[src/rtl/ex_forward_ctrl_pkg.sv]
// ex_forward_ctrl_pkg: shared types for the EX-stage forwarding / load-use controller.
//   lc3b_reg      : 3-bit GPR index (R0..R7, R0 is an ordinary register)
//   lc3b_fwd_tag  : per-stage producer tag {valid, dest, is_load}
//   lc3b_fwd_sel  : ALU operand forwarding select encoding
//   fwd_state_e   : controller FSM state
// Optional feature macro: FWD_STATS_EN (enables the saturating statistics counters).
package ex_forward_ctrl_pkg;

   typedef logic [2:0] lc3b_reg;

   typedef struct packed {
      logic    valid;
      lc3b_reg dest;
      logic    is_load;
   } lc3b_fwd_tag;

   typedef enum logic [1:0] {
      FWD_NONE = 2'b00,
      FWD_MEM  = 2'b01,
      FWD_WB   = 2'b10
   } lc3b_fwd_sel;

   typedef enum logic [0:0] {
      StRun,
      StLuBubble
   } fwd_state_e;

   localparam int unsigned CountWidth = 16;

   localparam lc3b_fwd_tag BubbleTag = '{valid: 1'b0, dest: 3'd0, is_load: 1'b0};

   // Saturating increment used by the statistics counters.
   function automatic logic [CountWidth-1:0] sat_inc(input logic [CountWidth-1:0] val);
      return (val == {CountWidth{1'b1}}) ? val : val + 1'b1;
   endfunction

endpackage

[src/rtl/ex_forward_ctrl_if.sv]
// ex_forward_ctrl_if: EX-stage fields into the forwarding controller and the
// forwarding selects / stall back to the EX datapath.
//   advance, ex_valid, ex_sr1/2, ex_uses_sr1/2, ex_dest, ex_load_regfile, ex_is_load
//       : driven by the pipeline (master)
//   alu_input_one_mux_sel, alu_input_two_mux_sel, stall
//       : driven by the controller (slave)
//   fwd_count, stall_count : statistics, present only with FWD_STATS_EN
interface ex_forward_ctrl_if;
   import ex_forward_ctrl_pkg::*;

   logic        advance;
   logic        ex_valid;
   lc3b_reg     ex_sr1;
   lc3b_reg     ex_sr2;
   logic        ex_uses_sr1;
   logic        ex_uses_sr2;
   lc3b_reg     ex_dest;
   logic        ex_load_regfile;
   logic        ex_is_load;
   lc3b_fwd_sel alu_input_one_mux_sel;
   lc3b_fwd_sel alu_input_two_mux_sel;
   logic        stall;
`ifdef FWD_STATS_EN
   logic [CountWidth-1:0] fwd_count;
   logic [CountWidth-1:0] stall_count;

   modport master (
      output advance, ex_valid, ex_sr1, ex_sr2, ex_uses_sr1, ex_uses_sr2,
             ex_dest, ex_load_regfile, ex_is_load,
      input  alu_input_one_mux_sel, alu_input_two_mux_sel, stall, fwd_count, stall_count
   );

   modport slave (
      input  advance, ex_valid, ex_sr1, ex_sr2, ex_uses_sr1, ex_uses_sr2,
             ex_dest, ex_load_regfile, ex_is_load,
      output alu_input_one_mux_sel, alu_input_two_mux_sel, stall, fwd_count, stall_count
   );
`else
   modport master (
      output advance, ex_valid, ex_sr1, ex_sr2, ex_uses_sr1, ex_uses_sr2,
             ex_dest, ex_load_regfile, ex_is_load,
      input  alu_input_one_mux_sel, alu_input_two_mux_sel, stall
   );

   modport slave (
      input  advance, ex_valid, ex_sr1, ex_sr2, ex_uses_sr1, ex_uses_sr2,
             ex_dest, ex_load_regfile, ex_is_load,
      output alu_input_one_mux_sel, alu_input_two_mux_sel, stall
   );
`endif

endinterface

[src/rtl/ex_forward_ctrl_fwd_operand_sel.sv]
// fwd_operand_sel: resolves one ALU operand against the MEM and WB producer tags.
//   uses    : operand really read from the regfile (already qualified by ex_valid)
//   src     : source register index
//   mem_tag : producer currently in MEM
//   wb_tag  : producer currently in WB
//   sel     : forwarding select for this operand
//   hazard  : operand needs a load result that is still in MEM
module fwd_operand_sel
   import ex_forward_ctrl_pkg::*;
(
   input  logic        uses,
   input  lc3b_reg     src,
   input  lc3b_fwd_tag mem_tag,
   input  lc3b_fwd_tag wb_tag,
   output lc3b_fwd_sel sel,
   output logic        hazard
);

   logic mem_hit;
   logic wb_hit;

   assign mem_hit = mem_tag.valid && (mem_tag.dest == src);
   assign wb_hit  = wb_tag.valid && (wb_tag.dest == src);

   // MEM is checked first so the youngest producer wins; a load in MEM blocks
   // any older WB match on the same register.
   always_comb begin
      sel    = FWD_NONE;
      hazard = 1'b0;
      if (uses) begin
         if (mem_hit) begin
            if (mem_tag.is_load) begin
               hazard = 1'b1;
            end else begin
               sel = FWD_MEM;
            end
         end else if (wb_hit) begin
            sel = FWD_WB;
         end
      end
   end

endmodule

[src/rtl/ex_forward_ctrl.sv]
// ex_forward_ctrl: EX-stage forwarding and load-use hazard controller.
//   clk, rst_n : pipeline clock, asynchronous active-low reset
//   bus        : ex_forward_ctrl_if.slave -- EX fields and advance in; operand selects
//                and stall out (plus fwd_count / stall_count with FWD_STATS_EN)
// Tracks the destination of the instructions in MEM and WB, drives both ALU operand
// selects, and inserts a single bubble when EX consumes a load still in MEM.
// Optional feature macro: FWD_STATS_EN (saturating 16-bit forward/stall counters).
module ex_forward_ctrl
   import ex_forward_ctrl_pkg::*;
(
   input  logic               clk,
   input  logic               rst_n,
   ex_forward_ctrl_if.slave   bus
);

   lc3b_fwd_tag mem_tag_q, mem_tag_d;
   lc3b_fwd_tag wb_tag_q, wb_tag_d;
   fwd_state_e  state_q, state_d;

   lc3b_fwd_sel sel_one, sel_two;
   logic        hazard_one, hazard_two;
   logic        stall;

   fwd_operand_sel u_sel_one (
      .uses    (bus.ex_uses_sr1 & bus.ex_valid),
      .src     (bus.ex_sr1),
      .mem_tag (mem_tag_q),
      .wb_tag  (wb_tag_q),
      .sel     (sel_one),
      .hazard  (hazard_one)
   );

   fwd_operand_sel u_sel_two (
      .uses    (bus.ex_uses_sr2 & bus.ex_valid),
      .src     (bus.ex_sr2),
      .mem_tag (mem_tag_q),
      .wb_tag  (wb_tag_q),
      .sel     (sel_two),
      .hazard  (hazard_two)
   );

   // State register
   always_ff @(posedge clk or negedge rst_n) begin
      if (!rst_n) begin
         state_q <= StRun;
      end else begin
         state_q <= state_d;
      end
   end

   // Next-state logic
   always_comb begin
      state_d = state_q;
      unique case (state_q)
         StRun:      if (bus.advance && stall) state_d = StLuBubble;
         StLuBubble: if (bus.advance) state_d = StRun;
         default:    state_d = StRun;
      endcase
   end

   // Output logic; in the bubble state the load has moved to WB, so no stall.
   always_comb begin
      stall = 1'b0;
      unique case (state_q)
         StRun:      stall = hazard_one | hazard_two;
         StLuBubble: stall = 1'b0;
         default:    stall = 1'b0;
      endcase
   end

   assign bus.stall                 = stall;
   assign bus.alu_input_one_mux_sel = sel_one;
   assign bus.alu_input_two_mux_sel = sel_two;

   // Producer tags; a stalled advance lets the load drain to WB and puts a bubble in MEM.
   always_comb begin
      mem_tag_d = mem_tag_q;
      wb_tag_d  = wb_tag_q;
      if (bus.advance) begin
         wb_tag_d = mem_tag_q;
         if (stall) begin
            mem_tag_d = BubbleTag;
         end else begin
            mem_tag_d.valid   = bus.ex_valid & bus.ex_load_regfile;
            mem_tag_d.dest    = bus.ex_dest;
            mem_tag_d.is_load = bus.ex_is_load;
         end
      end
   end

   always_ff @(posedge clk or negedge rst_n) begin
      if (!rst_n) begin
         mem_tag_q <= BubbleTag;
         wb_tag_q  <= BubbleTag;
      end else begin
         mem_tag_q <= mem_tag_d;
         wb_tag_q  <= wb_tag_d;
      end
   end

`ifdef FWD_STATS_EN
   logic [CountWidth-1:0] fwd_count_q, stall_count_q;

   always_ff @(posedge clk or negedge rst_n) begin
      if (!rst_n) begin
         fwd_count_q   <= '0;
         stall_count_q <= '0;
      end else if (bus.advance) begin
         if ((sel_one != FWD_NONE) || (sel_two != FWD_NONE)) begin
            fwd_count_q <= sat_inc(fwd_count_q);
         end
         if (stall) begin
            stall_count_q <= sat_inc(stall_count_q);
         end
      end
   end

   assign bus.fwd_count   = fwd_count_q;
   assign bus.stall_count = stall_count_q;
`endif

endmodule

[src/flat_wrapper.sv]
// flat-port wrapper written by rule: the top's interface ports become plain ports
module ex_forward_ctrl_flat import ex_forward_ctrl_pkg::*;
  (clk, rst_n, bus_advance, bus_ex_valid, bus_ex_sr1, bus_ex_sr2, bus_ex_uses_sr1, bus_ex_uses_sr2, bus_ex_dest, bus_ex_load_regfile, bus_ex_is_load, bus_alu_input_one_mux_sel, bus_alu_input_two_mux_sel, bus_stall);
  ex_forward_ctrl_if bus_i ();
  input  logic clk;
  input  logic rst_n;
  input wire logic [$bits(bus_i.advance)-1:0] bus_advance;
  input wire logic [$bits(bus_i.ex_valid)-1:0] bus_ex_valid;
  input wire logic [$bits(bus_i.ex_sr1)-1:0] bus_ex_sr1;
  input wire logic [$bits(bus_i.ex_sr2)-1:0] bus_ex_sr2;
  input wire logic [$bits(bus_i.ex_uses_sr1)-1:0] bus_ex_uses_sr1;
  input wire logic [$bits(bus_i.ex_uses_sr2)-1:0] bus_ex_uses_sr2;
  input wire logic [$bits(bus_i.ex_dest)-1:0] bus_ex_dest;
  input wire logic [$bits(bus_i.ex_load_regfile)-1:0] bus_ex_load_regfile;
  input wire logic [$bits(bus_i.ex_is_load)-1:0] bus_ex_is_load;
  output wire logic [$bits(bus_i.alu_input_one_mux_sel)-1:0] bus_alu_input_one_mux_sel;
  output wire logic [$bits(bus_i.alu_input_two_mux_sel)-1:0] bus_alu_input_two_mux_sel;
  output wire logic [$bits(bus_i.stall)-1:0] bus_stall;
  assign bus_i.advance = bus_advance;
  assign bus_i.ex_valid = bus_ex_valid;
  assign bus_i.ex_sr1 = bus_ex_sr1;
  assign bus_i.ex_sr2 = bus_ex_sr2;
  assign bus_i.ex_uses_sr1 = bus_ex_uses_sr1;
  assign bus_i.ex_uses_sr2 = bus_ex_uses_sr2;
  assign bus_i.ex_dest = bus_ex_dest;
  assign bus_i.ex_load_regfile = bus_ex_load_regfile;
  assign bus_i.ex_is_load = bus_ex_is_load;
  assign bus_alu_input_one_mux_sel = bus_i.alu_input_one_mux_sel;
  assign bus_alu_input_two_mux_sel = bus_i.alu_input_two_mux_sel;
  assign bus_stall = bus_i.stall;
  ex_forward_ctrl u_core (.clk(clk), .rst_n(rst_n), .bus(bus_i));
endmodule
[config.mk]
export PLATFORM = sky130hd
export DESIGN_NAME = ex_forward_ctrl_flat
export DESIGN_NICKNAME = d
export VERILOG_FILES = /design/src/rtl/ex_forward_ctrl_pkg.sv /design/src/rtl/ex_forward_ctrl_if.sv /design/src/rtl/ex_forward_ctrl_fwd_operand_sel.sv /design/src/rtl/ex_forward_ctrl.sv /design/src/flat_wrapper.sv
export SDC_FILE = /design/constraint.sdc
export NUM_CORES = 1
export LEC_CHECK = 0
export BUFFER_PORTS_ARGS = -buffer_cell sky130_fd_sc_hd__buf_2
export CAP_MARGIN = 30
export CORE_AREA = 2 2 39 41
export DETAILED_ROUTE_END_ITERATION = 6
export DIE_AREA = 0 0 41 43
export GPL_ROUTABILITY_DRIVEN = 0
export HOLD_SLACK_MARGIN = 0.15
export PLACE_DENSITY = 0.72
export SYNTH_ARGS = -nofsm -noshare
export SYNTH_HDL_FRONTEND = slang
export SYNTH_SLANG_ARGS = --single-unit
[constraint.sdc]
create_clock -name clk -period 5.7 [get_ports clk]
set_input_delay 1.14 -clock clk [delete_from_list [all_inputs] [get_ports clk]]
set_output_delay 1.14 -clock clk [all_outputs]
set_load 0.01 [all_outputs]
==> summary.md, run 1 <==
| Metric | Value |
|---|---|
| Status | completed |
| Setup Buffers After CTS | 0 |
| Worst Max-Slew Pin Slew | 0.323 ns |
| Area grow syn2layout | 23.9% |
| # diodes | 0 |
| Startpoint types | input pin |
| Fill cell count | 136 |
| Largest area contributor in the netlist | dfrtp_1 |
| Crit path max fanout | 6 |
| Core ar. | 0.00138 mm^2 |
| PD cells | 220 mW/mm^2 |
| Die Ht | 43 um |
| Total gr overflow | 0 |
| First-pass GRT wire length | 2080 um |
| Mapped Cells | 56 |
| Area contributors post-synth | dfrtp_1 41%, xor2_1 12%, mux2_2 7.5%, o2bb2ai_1 5.8%, xnor2_1 5.8% |
| Syn_area_per_cell | 10.8 um^2 |
| Final instance area | 747 um^2 |
| Synthesis-stage register bit count | 10 |
| Final setup fails | 0 |
| Final Slew Violations | 0 |
| Vias per inst | 5.27 |
| Routed WL | 1270 um |
| Total negative setup slack | 0 ns |
| DIE WIDTH | 41 um |
| H-tree depth | 1 |
| # hold bufs at CTS | 0 |
| Initial antenna violation count | 0 |
| Clock sink total | 10 |
| Slew HR | 78.4% |
| IO Count | 22 |
| Cell area after placement | 724 um^2 |
| Leakage power | 0.353 nW |
| Fin util | 54.0% |
| Fraction of layout cells with a size suffix above 1 | 40.5% |
| Netlist cell types | 18 |
| Wire length per cell | 13.3 um |
| Initial Utilization | 43.6% |
| Clock transition at path regs | 0.06 ns |
| RSZ-0062 raised after global routing | no |
| Post-synthesis adder-cell area fraction | 0% |
| Ys async rst share | 100% |
| Post-Syn Nets | 73 |
| WP data required | 4.56 ns |
| Seq/Total Area, Yosys | 41.5% |
| Worst-Skew Late Latency | 0.25 ns |
| CP Capture Type | output pin |
| Worst EP arrival | 2.57 ns |
| Post-synth EDFFs | 0 |
| Final Non-Filler Cells | 95 |
| Final net count | 98 |
| Max rail drop VDD | 124 uV |
| DIE AREA | 0.00176 mm^2 |
| Multiplexer share of the synthesized area | 7.47% |
| Period utilisation layout | 65.0% |
| WS Path Type | input pin to output pin |
| Post-cts sizing count | 0 |
| GRT Util Overall | 18.0% |
| Port buffer count | 21 |
| DRT iter0 DRCs | 6 |
| Commonest non-fill, non-tap cell in the layout | buf_2 |
| Yosys Warn Count | 0 |
| Crit. Startpoint | bus_ex_sr2[2] |
| Worst-case clock buffer depth | 2 |
| Reg-to-reg startpoint | u_core.mem_tag_q[3] |
| Hold Crit Class | register to register |
| DRC errors left | 0 |
| Post-synthesis simple-gate area fraction | 17.8% |
| Core Rows | 14 |
| Main synth FF type | dfrtp_1 |
| Clock Tree Root | clkbuf_4 |
| CTS tree | built |
| Drt pass-1 iters | 4 |
| Skew final | 0.000519 ns |
| Largest net degree at the start of global routing | 12 |
| Num CTS Buffers | 3 |
| Max Fclk | 0.270 GHz |
| Vias in the first global route | 530 |
| Placed Cells | 92 |
| Routed Antenna Nets | 0 |
| Largest family of logic cells by synthesized area | simple AND/OR/NAND/NOR gates |
| Final Hold Vio Count | 0 |
| Hold Crit Start | u_core.wb_tag_q[4] |
| Synth Cell Area | 603 um^2 |
| Design Power | 0.164 mW |
| HPWL Detailed | 1050 um |
| Most frequent cells in the layout | 21 x buf_2, 10 x dfrtp_1, 8 x xor2_1 |
| Post-synth top area share | 41.5% |
| Vias | 501 |
| Tmin final | 3.71 ns |
| Post-synthesis compound-gate area fraction | 13.9% |
| Xor-xnor portion of the synthesized cell area | 17.4% |
| Max-cap viol count | 0 |
## sequential cells by signal, indices dropped and copies added (netlist names)
register,count
u_core.state_q,1
u_core.mem_tag_q,5
u_core.wb_tag_q,4
## cells by family (layout without fill, tap and decap cells)
group / after synthesis / count (layout)
compound gates: 8 / 8
buf+inv: 3 / 26
mux: 4 / 4
simple gates: 19 / 19
flops: 10 / 10
xor+xnor: 12 / 12
## critical path, stage by stage
cell and delay [ns]:
buf_2 0.11, xor2_1 0.15, or4b_4 0.58, a211oi_4 0.38, buf_2 0.20
## final cells by class
class / instances / area, um^2 / area share [%]
multi-input combinational: 43 / 342 / 45.7
sequential: 10 / 250 / 33.5
tap: 16 / 20.0 / 2.68
clock buffer: 3 / 22.5 / 3.02
inverter: 2 / 7.51 / 1.01
timing repair buffer: 21 / 105 / 14.1
## metrics by stage
step	hold slack [ns]	setup WS [ns]
after floorplan	0.504	2.34
after global placement	0.530	2.00
after detailed placement	0.545	2.00
after CTS	0.558	1.99
after global routing	0.579	1.93
final	0.562	1.99
## final timing paths
| path | cells after the start | slack (ns) | endpoint |
|---|---|---|---|
| min | 1 | 0.56 | u_core.wb_tag_q[4] |
| max | 5 | 1.99 | bus_stall |
| min reg2reg | 1 | 0.56 | u_core.wb_tag_q[4] |
| min in group asynchronous | 1 | 0.73 | u_core.mem_tag_q[0] |
| max in group asynchronous | 1 | 4.78 | u_core.mem_tag_q[3] |
| max reg2reg | 4 | 3.84 | u_core.mem_tag_q[0] |
## synth_stat cells (2+ instances only)
| cell | count |
|---|---|
| dfrtp_1 | 10 |
| xor2_1 | 8 |
| nand2_1 | 6 |
| mux2_2 | 4 |
| o2bb2ai_1 | 4 |
| xnor2_1 | 4 |
| nand3_1 | 3 |
| inv_1 | 2 |
| nand4_1 | 2 |
| nor2_1 | 2 |
| nor3_1 | 2 |
| nor4_1 | 2 |
| or4b_4 | 2 |
## power by group
group          switching (mW)  leakage [nW]  total (mW)  internal [mW]
Clock                  0.0202        0.0138      0.0444         0.0242
Sequential            0.00830         0.125      0.0863         0.0780
Combinational          0.0162         0.214      0.0336         0.0174
Total                  0.0447         0.353       0.164          0.120
## layer usage
layer  vias up  global-route usage [%]  wire (um)
met4         0                    12.0         19
met1       239                    19.1        531
met5         -                       0          0
met3         2                    3.14         36
li1        249                       -          -
met2        11                    30.0        679
Note: power is estimated with default switching activity, not from simulation.
==> inputs of run 2 (changes only) <==
CORE_AREA = default   (was 2 2 39 41)
CORE_MARGIN = 2   (was default)
CORE_UTILIZATION = 46   (was default)
DIE_AREA = default   (was 0 0 41 43)
PLACE_DENSITY = 0.73   (was 0.72)
clock period = 3.5 ns   (was 5.7 ns; I/O delays follow)
==> summary.md, run 2 (synthesis results as in run 1) <==
| Metric | Value |
|---|---|
| Clock Power Share | 33.8% (was 27.0%) |
| Status | completed (unchanged) |
| Final setup fails | 0 (unchanged) |
| DIE AREA | 0.00162 mm^2 (was 0.00176 mm^2) |
| Commonest non-fill, non-tap cell in the layout | buf_2 (unchanged) |
| Initial Utilization | 47.5% (was 43.6%) |
| Startpoint types | input pin (unchanged) |
| # hold bufs at CTS | 0 (unchanged) |
| Vias per inst | 5.34 (was 5.27) |
| CP Capture Type | output pin (unchanged) |
| Crit-path most repeated cell | buf_2 (unchanged) |
| Delay-heaviest family, CP | simple AND/OR/NAND/NOR gates (unchanged) |
| Max reg flops | 5 (unchanged) |
| Final Non-Filler Cells | 95 (unchanged) |
| Critical path's slowest cell | or4b_4 (unchanged) |
| Worst-Skew Late Latency | 0.26 ns (was 0.25 ns) |
| DR WL met3 | 66 um (was 36 um) |
| RSZ-0062 raised after global routing | no (unchanged) |
| Placed Cells | 91 (was 92) |
| Int Power | 0.218 mW (was 0.120 mW) |
| PD cells | 391 mW/mm^2 (was 220 mW/mm^2) |
| Vias in the first global route | 474 (was 530) |
| Final Slew Violations | 0 (unchanged) |
| Vias | 507 (was 501) |
| First-pass GRT wire length | 1990 um (was 2080 um) |
| Tmin final | 2.82 ns |
| Total gr overflow | 0 (unchanged) |
| Highest routed layer | met4 (unchanged) |
| Fill cell count | 120 (was 136) |
| WL met2 | 626 um (was 679 um) |
| Area grow syn2layout | 25.9% (was 23.9%) |
| Worst path max stage delay | 0.58 ns (about the same) |
| Wire length per cell | 13.5 um (was 13.3 um) |
| Max Fclk | 0.355 GHz |
| Routed WL | 1280 um (was 1270 um) |
| Initial antenna violation count | 0 (unchanged) |
| Die Ht | 40.2 um (was 43 um) |
| Setup Buffers After CTS | 0 (unchanged) |
| Final net count | 98 (unchanged) |
| Reg-to-reg startpoint | u_core.mem_tag_q[3] (unchanged) |
| Period utilisation layout | 80.5% |
| Net load switching power | 0.0786 mW (was 0.0447 mW) |
| Max rail drop VDD | 240 uV (was 124 uV) |
| Reg2reg setup slack | 1.64 ns (was 3.84 ns) |
| Slew HR | 78.9% (was 78.4%) |
| Worst-case clock buffer depth | 2 (unchanged) |
| Max-cap viol count | 0 (unchanged) |
| Worst Setup Slack, final | 0.683 ns (was 1.99 ns) |
| WP data required | 2.80 ns (was 4.56 ns) |
| Clock Tree Root | clkbuf_4 (unchanged) |
| Total negative setup slack | 0 ns (unchanged) |
| HPWL Detailed | 1060 um (was 1050 um) |
| CP Cell Sequence | buf_2 > xor2_1 > or4b_4 > a211oi_4 > buf_2 (unchanged) |
| Critical R2R Capture | u_core.mem_tag_q[0] (unchanged) |
| GRT Util Overall | 19.7% (was 18.0%) |
| IO Count | 22 (unchanged) |
| Clock transition at path regs | 0.07 ns (was 0.06 ns) |
| Area occupied by registers | 250 um^2 (unchanged) |
| Worst path depth | 5 (unchanged) |
| Most flop-heavy register | u_core.mem_tag_q (unchanged) |
| Core ar. | 0.00127 mm^2 (was 0.00138 mm^2) |
| Worst EP arrival | 2.12 ns (was 2.57 ns) |
| Port buffer count | 21 (unchanged) |
| Leakage power | 0.360 nW (was 0.353 nW) |
| Flop pwr share | 47.6% (was 52.5%) |
| Biggest regs | u_core.mem_tag_q: 5 flops, u_core.wb_tag_q: 4 flops, u_core.state_q: 1 flops (unchanged) |
| Crit path max fanout | 6 (unchanged) |
| # diodes | 0 (unchanged) |
| H-tree depth | 1 (unchanged) |
| Core Rows | 13 (was 14) |
| DP Worst Slack | 0.669 ns (was 2.00 ns) |
| WS Path Type | input pin to output pin (unchanged) |
| Fraction of layout cells with a size suffix above 1 | 41.3% (was 40.5%) |
| Num CTS Buffers | 3 (unchanged) |
| Switching part of the total | 26.5% (was 27.2%) |
| Final Hold Vio Count | 0 (unchanged) |
| Comb pwr share | 18.6% (was 20.5%) |
| Skew final | 0.00422 ns (was 0.000519 ns) |
| Worst r2r path cells | 4 (unchanged) |
| Routed Antenna Nets | 0 (unchanged) |
| CTS tree | built (unchanged) |
| Clock sink total | 10 (unchanged) |
| Worst Max-Slew Pin Slew | 0.315 ns (was 0.323 ns) |
| Hold Crit Class | input pin to async pin (was register to register) |
| DRC errors left | 0 (unchanged) |
| Area of the multi-input gates | 342 um^2 (unchanged) |
| Largest net degree at the start of global routing | 12 (unchanged) |
| DIE WIDTH | 40.2 um (was 41 um) |
| DRT iter0 DRCs | 16 (was 6) |
| Post-cts sizing count | 0 (unchanged) |
| Critical path buffers and inverters | 2 (unchanged) |
| Drt pass-1 iters | 4 (unchanged) |
| Most frequent cells in the layout | 21 x buf_2, 10 x dfrtp_1, 8 x xor2_1 (unchanged) |
| Wl on met1 | 575 um (was 531 um) |
-- run 2: per-stage QoR --
stage / cell area (um^2) / hold WS, ns / utilization (%) / total power, mW
finish: 759 / 0.283 / 59.9 / 0.297
global route: 759 / 0.274 / 59.9 / 0.318
CTS: 759 / 0.280 / 59.9 / 0.300
detailed placement: 723 / 0.539 / 57.0 / 0.199
global placement: 723 / 0.527 / 57.0 / 0.196
floorplan: 603 / 0.404 / - / 0.175
-- run 2: final cells by class --
cell class	instances	share of cell area, %
Clock buffer	4	4.78
Multi-Input combinational cell	43	45.0
Timing Repair Buffer	21	13.8
Tap cell	15	2.47
Inverter	2	0.988
Sequential cell	10	32.9
-- run 2: power groups by stage --
| stage | clock network [mW] | logic [mW] | registers, mW |
|---|---|---|---|
| finish | 0.100 | 0.0552 | 0.141 |
| detailed placement | 0 | 0.0558 | 0.143 |
| global route | 0.113 | 0.0616 | 0.143 |
| global placement | 0 | 0.0532 | 0.143 |
| CTS | 0.102 | 0.0560 | 0.141 |
| floorplan | 0 | 0.0357 | 0.139 |
-- run 2: worst max path at each step --
stage,start,endpoint,slack (ns)
3_3_place_gp,bus_ex_sr2[2],bus_stall,0.69
5_1_grt,bus_ex_sr2[2],bus_stall,0.61
2_1_floorplan,bus_ex_sr2[2],bus_stall,1.02
3_5_place_dp,bus_ex_sr2[2],bus_stall,0.67
6_report,bus_ex_sr2[2],bus_stall,0.68
4_1_cts,bus_ex_sr2[2],bus_stall,0.67
-- run 2: layer usage --
layer	track usage, %	vias to the layer above
met3	5.00	2
li1	-	251
met4	10.0	0
met1	23.0	239
met2	33.1	15
met5	0	-
-- run 2: worst register-to-register path: cells and delay by family, from the launching register on --
kind | cells | cell delay, ns
XOR/XNOR | 1 | 0.20
AND/OR/NAND/NOR | 1 | 0.58
flip-flops | 1 | 0.44
AO/OA/AOI/OAI | 2 | 0.50
==> inputs of run 3 (changes only) <==
ABC_AREA = 1   (was default)
CORE_UTILIZATION = 44   (was 46)
PLACE_DENSITY = 0.71   (was 0.73)
clock period = 2.3 ns   (was 3.5 ns; I/O delays follow)
==> summary.md, run 3 <==
| Metric | Value |
|---|---|
| Status | completed (unchanged) |
| Setup Buffers After CTS | 0 (unchanged) |
| IO Count | 22 (unchanged) |
| Most common cell in the synthesized netlist | nand2_1 (was dfrtp_1) |
| Hold Crit Class | input pin to register (was input pin to async pin) |
| Hold Crit Depth | 5 |
| Drt pass-1 iters | 3 (was 4) |
| GRT Util Overall | 17.7% (was 19.7%) |
| Max-cap viol count | 0 (unchanged) |
| Num CTS Buffers | 3 (unchanged) |
| DRC errors left | 0 (unchanged) |
| Largest net degree at the start of global routing | 13 (was 12) |
| Period utilisation layout | 82.0% |
| Synthesis-stage register bit count | 10 (unchanged) |
| Hold Crit Start | bus_ex_is_load |
| Main synth FF type | dfrtp_1 (unchanged) |
| Core Rows | 14 (was 13) |
| Post-Syn Nets | 120 (was 73) |
| Fraction of layout cells with a size suffix above 1 | 29.9% (was 41.3%) |
| DRT iter0 DRCs | 13 (was 16) |
| Initial antenna violation count | 0 (unchanged) |
| DIE AREA | 0.00190 mm^2 (was 0.00162 mm^2) |
| # diodes | 0 (unchanged) |
| Final Hold Vio Count | 0 (unchanged) |
| Post-synth top area share | 36.2% (was 41.5%) |
| Commonest cells post-synth | 45 x nand2_1, 12 x inv_1, 10 x dfrtp_1 (was 10 x dfrtp_1, 8 x xor2_1, 6 x nand2_1) |
| Clock sink total | 10 (unchanged) |
| PD cells | 551 mW/mm^2 (was 391 mW/mm^2) |
| Syn_area_per_cell | 6.71 um^2 (was 10.8 um^2) |
| HPWL Detailed | 1170 um (was 1060 um) |
| Total negative setup slack | 0 ns (unchanged) |
| Final setup fails | 0 (unchanged) |
| Most flop-heavy register | u_core.mem_tag_q (unchanged) |
| H-tree depth | 1 (unchanged) |
| Max Fclk | 0.530 GHz |
| Reg-to-reg startpoint | u_core.mem_tag_q[2] (was u_core.mem_tag_q[3]) |
| First-pass GRT wire length | 2500 um (was 1990 um) |
| Vias | 652 (was 507) |
| DIE WIDTH | 43.6 um (was 40.2 um) |
| Tmin final | 1.89 ns |
| Routed WL | 1430 um (was 1280 um) |
| Clock transition at path regs | 0.07 ns (about the same) |
| Initial Utilization | 46.4% (was 47.5%) |
| Leakage power | 0.526 nW (was 0.360 nW) |
| Slew HR | 78.4% (was 78.9%) |
| Post-synth EDFFs | 0 (unchanged) |
| Seq/Total Area, Yosys | 36.2% (was 41.5%) |
| WS Path Type | register to output pin (was input pin to output pin) |
| Vias in the first global route | 637 (was 474) |
| Post-cts sizing count | 0 (unchanged) |
| DP Worst Slack | 0.548 ns (was 0.669 ns) |
| Core ar. | 0.00149 mm^2 (was 0.00127 mm^2) |
| Crit path max fanout | 6 (unchanged) |
| Crit. Startpoint | u_core.mem_tag_q[2] (was bus_ex_sr2[2]) |
| Worst EP arrival | 1.43 ns (was 2.12 ns) |
| Vias per inst | 4.56 (was 5.34) |
| Worst Setup Slack, final | 0.414 ns (was 0.683 ns) |
| CP Capture Type | output pin (unchanged) |
| WHS Endpoint | u_core.mem_tag_q[0] |
| Routed Antenna Nets | 0 (unchanged) |
| Max reg flops | 5 (unchanged) |
| Startpoint types | register (was input pin) |
| Yosys Warn Count | 0 (unchanged) |
| Worst-case clock buffer depth | 2 (unchanged) |
| Ys async rst share | 100% (unchanged) |
| Worst r2r path cells | 9 (was 4) |
| Die Ht | 43.6 um (was 40.2 um) |
| Final Slew Violations | 0 (unchanged) |
| Largest area contributor in the netlist | dfrtp_1 (unchanged) |
| Critical R2R Capture | u_core.mem_tag_q[3] (was u_core.mem_tag_q[0]) |
| Worst Max-Slew Pin Slew | 0.324 ns (was 0.315 ns) |
| Fill cell count | 147 (was 120) |
| Wire length per cell | 9.99 um (was 13.5 um) |
| Reg2reg setup slack | 1.07 ns (was 1.64 ns) |
| Port buffer count | 21 (unchanged) |
| Area contributors post-synth | dfrtp_1 36%, nand2_1 24%, inv_1 6.5%, xnor2_1 6.3%, nor2_2 3.6% (was dfrtp_1 41%, xor2_1 12%, mux2_2 7.5%, o2bb2ai_1 5.8%, xnor2_1 5.8%) |
| Clock Tree Root | clkbuf_4 (unchanged) |
| Most frequent cells in the layout | 45 x nand2_1, 21 x buf_2, 12 x inv_1 (was 21 x buf_2, 10 x dfrtp_1, 8 x xor2_1) |
| Max rail drop VDD | 297 uV (was 240 uV) |
| WP data required | 1.84 ns (was 2.80 ns) |
| Biggest regs | u_core.mem_tag_q: 5 flops, u_core.wb_tag_q: 4 flops, u_core.state_q: 1 flops (unchanged) |
| Skew final | 0.000162 ns (was 0.00422 ns) |
| Commonest non-fill, non-tap cell in the layout | nand2_1 (was buf_2) |
| Area grow syn2layout | 22.1% (was 25.9%) |
| Worst-Skew Late Latency | 0.26 ns (about the same) |
| CTS tree | built (unchanged) |
| Total gr overflow | 0 (unchanged) |
| RSZ-0062 raised after global routing | no (unchanged) |
| Netlist cell types | 20 (was 18) |
| Synth Cell Area | 691 um^2 (was 603 um^2) |
| Final net count | 145 (was 98) |
| Mapped Cells | 103 (was 56) |
## run 3: layout make-up
class	count	area (um^2)	share of cell area, %
clock buffer	4	36.3	4.30
inverter	16	60.1	7.12
multi-input combinational	75	362	42.9
sequential	10	250	29.7
tap	16	20.0	2.37
timing repair buffer	22	115	13.6
## run 3: worst max-delay path by stage
stage	end	slack [ns]	cells past startpoint
after floorplan	bus_stall	0.83	8
after global placement	bus_stall	0.55	10
after detailed placement	bus_stall	0.55	10
after CTS	bus_stall	0.41	9
after global routing	bus_stall	0.28	9
final	bus_stall	0.41	9
## run 3: where the power goes
group | switching, mW | total [mW] | leakage, nW | internal [mW]
Combinational | 0.0564 | 0.0986 | 0.379 | 0.0423
Sequential | 0.0164 | 0.208 | 0.126 | 0.191
Clock | 0.0621 | 0.158 | 0.0210 | 0.0961
Total | 0.135 | 0.465 | 0.526 | 0.330
## run 3: cell families (layout without fill, tap and decap cells)
logic type | count (synthesis) | after routing | share of synthesized area, %
compound gates | 5 | 5 | 3.62
buf+inv | 18 | 42 | 11.4
xor+xnor | 6 | 6 | 7.61
flops | 10 | 10 | 36.2
simple gates | 64 | 64 | 41.1
## run 3: critical path, cell delays in order, from the launching register on
cell	delay (ns)
dfrtp_1	0.41
inv_2	0.06
nand2_1	0.07
nand2_1	0.06
nor2_2	0.12
nand3b_2	0.11
nand2_2	0.10
nand2_4	0.07
inv_2	0.05
buf_2	0.11
## run 3: timing repair
action | 4_1_cts | 5_1_grt
hold buffers | 1 | 0
setup endpoints to repair | 0 | 0
endpoints found under the hold margin | 10 | 0
## run 3: routing by layer
layer,vias up,wire [um],track usage [%]
met1,270,692,23.1
met3,7,63,2.92
met4,0,50,11.5
li1,355,-,-
met5,-,0,0
met2,20,622,26.8
## run 3: through the flow
step | util, % | hold slack (ns) | std cells | cell area, um^2 | total power [mW]
final | 56.6 | 0.465 | 143 | 843 | 0.465
after global routing | 56.6 | 0.495 | 143 | 843 | 0.493
after CTS | 56.6 | 0.466 | 143 | 843 | 0.468
after detailed placement | 53.5 | 0.332 | 138 | 797 | 0.309
after global placement | 53.5 | 0.327 | 138 | 797 | 0.305
after floorplan | - | 0.164 | 103 | 691 | 0.275
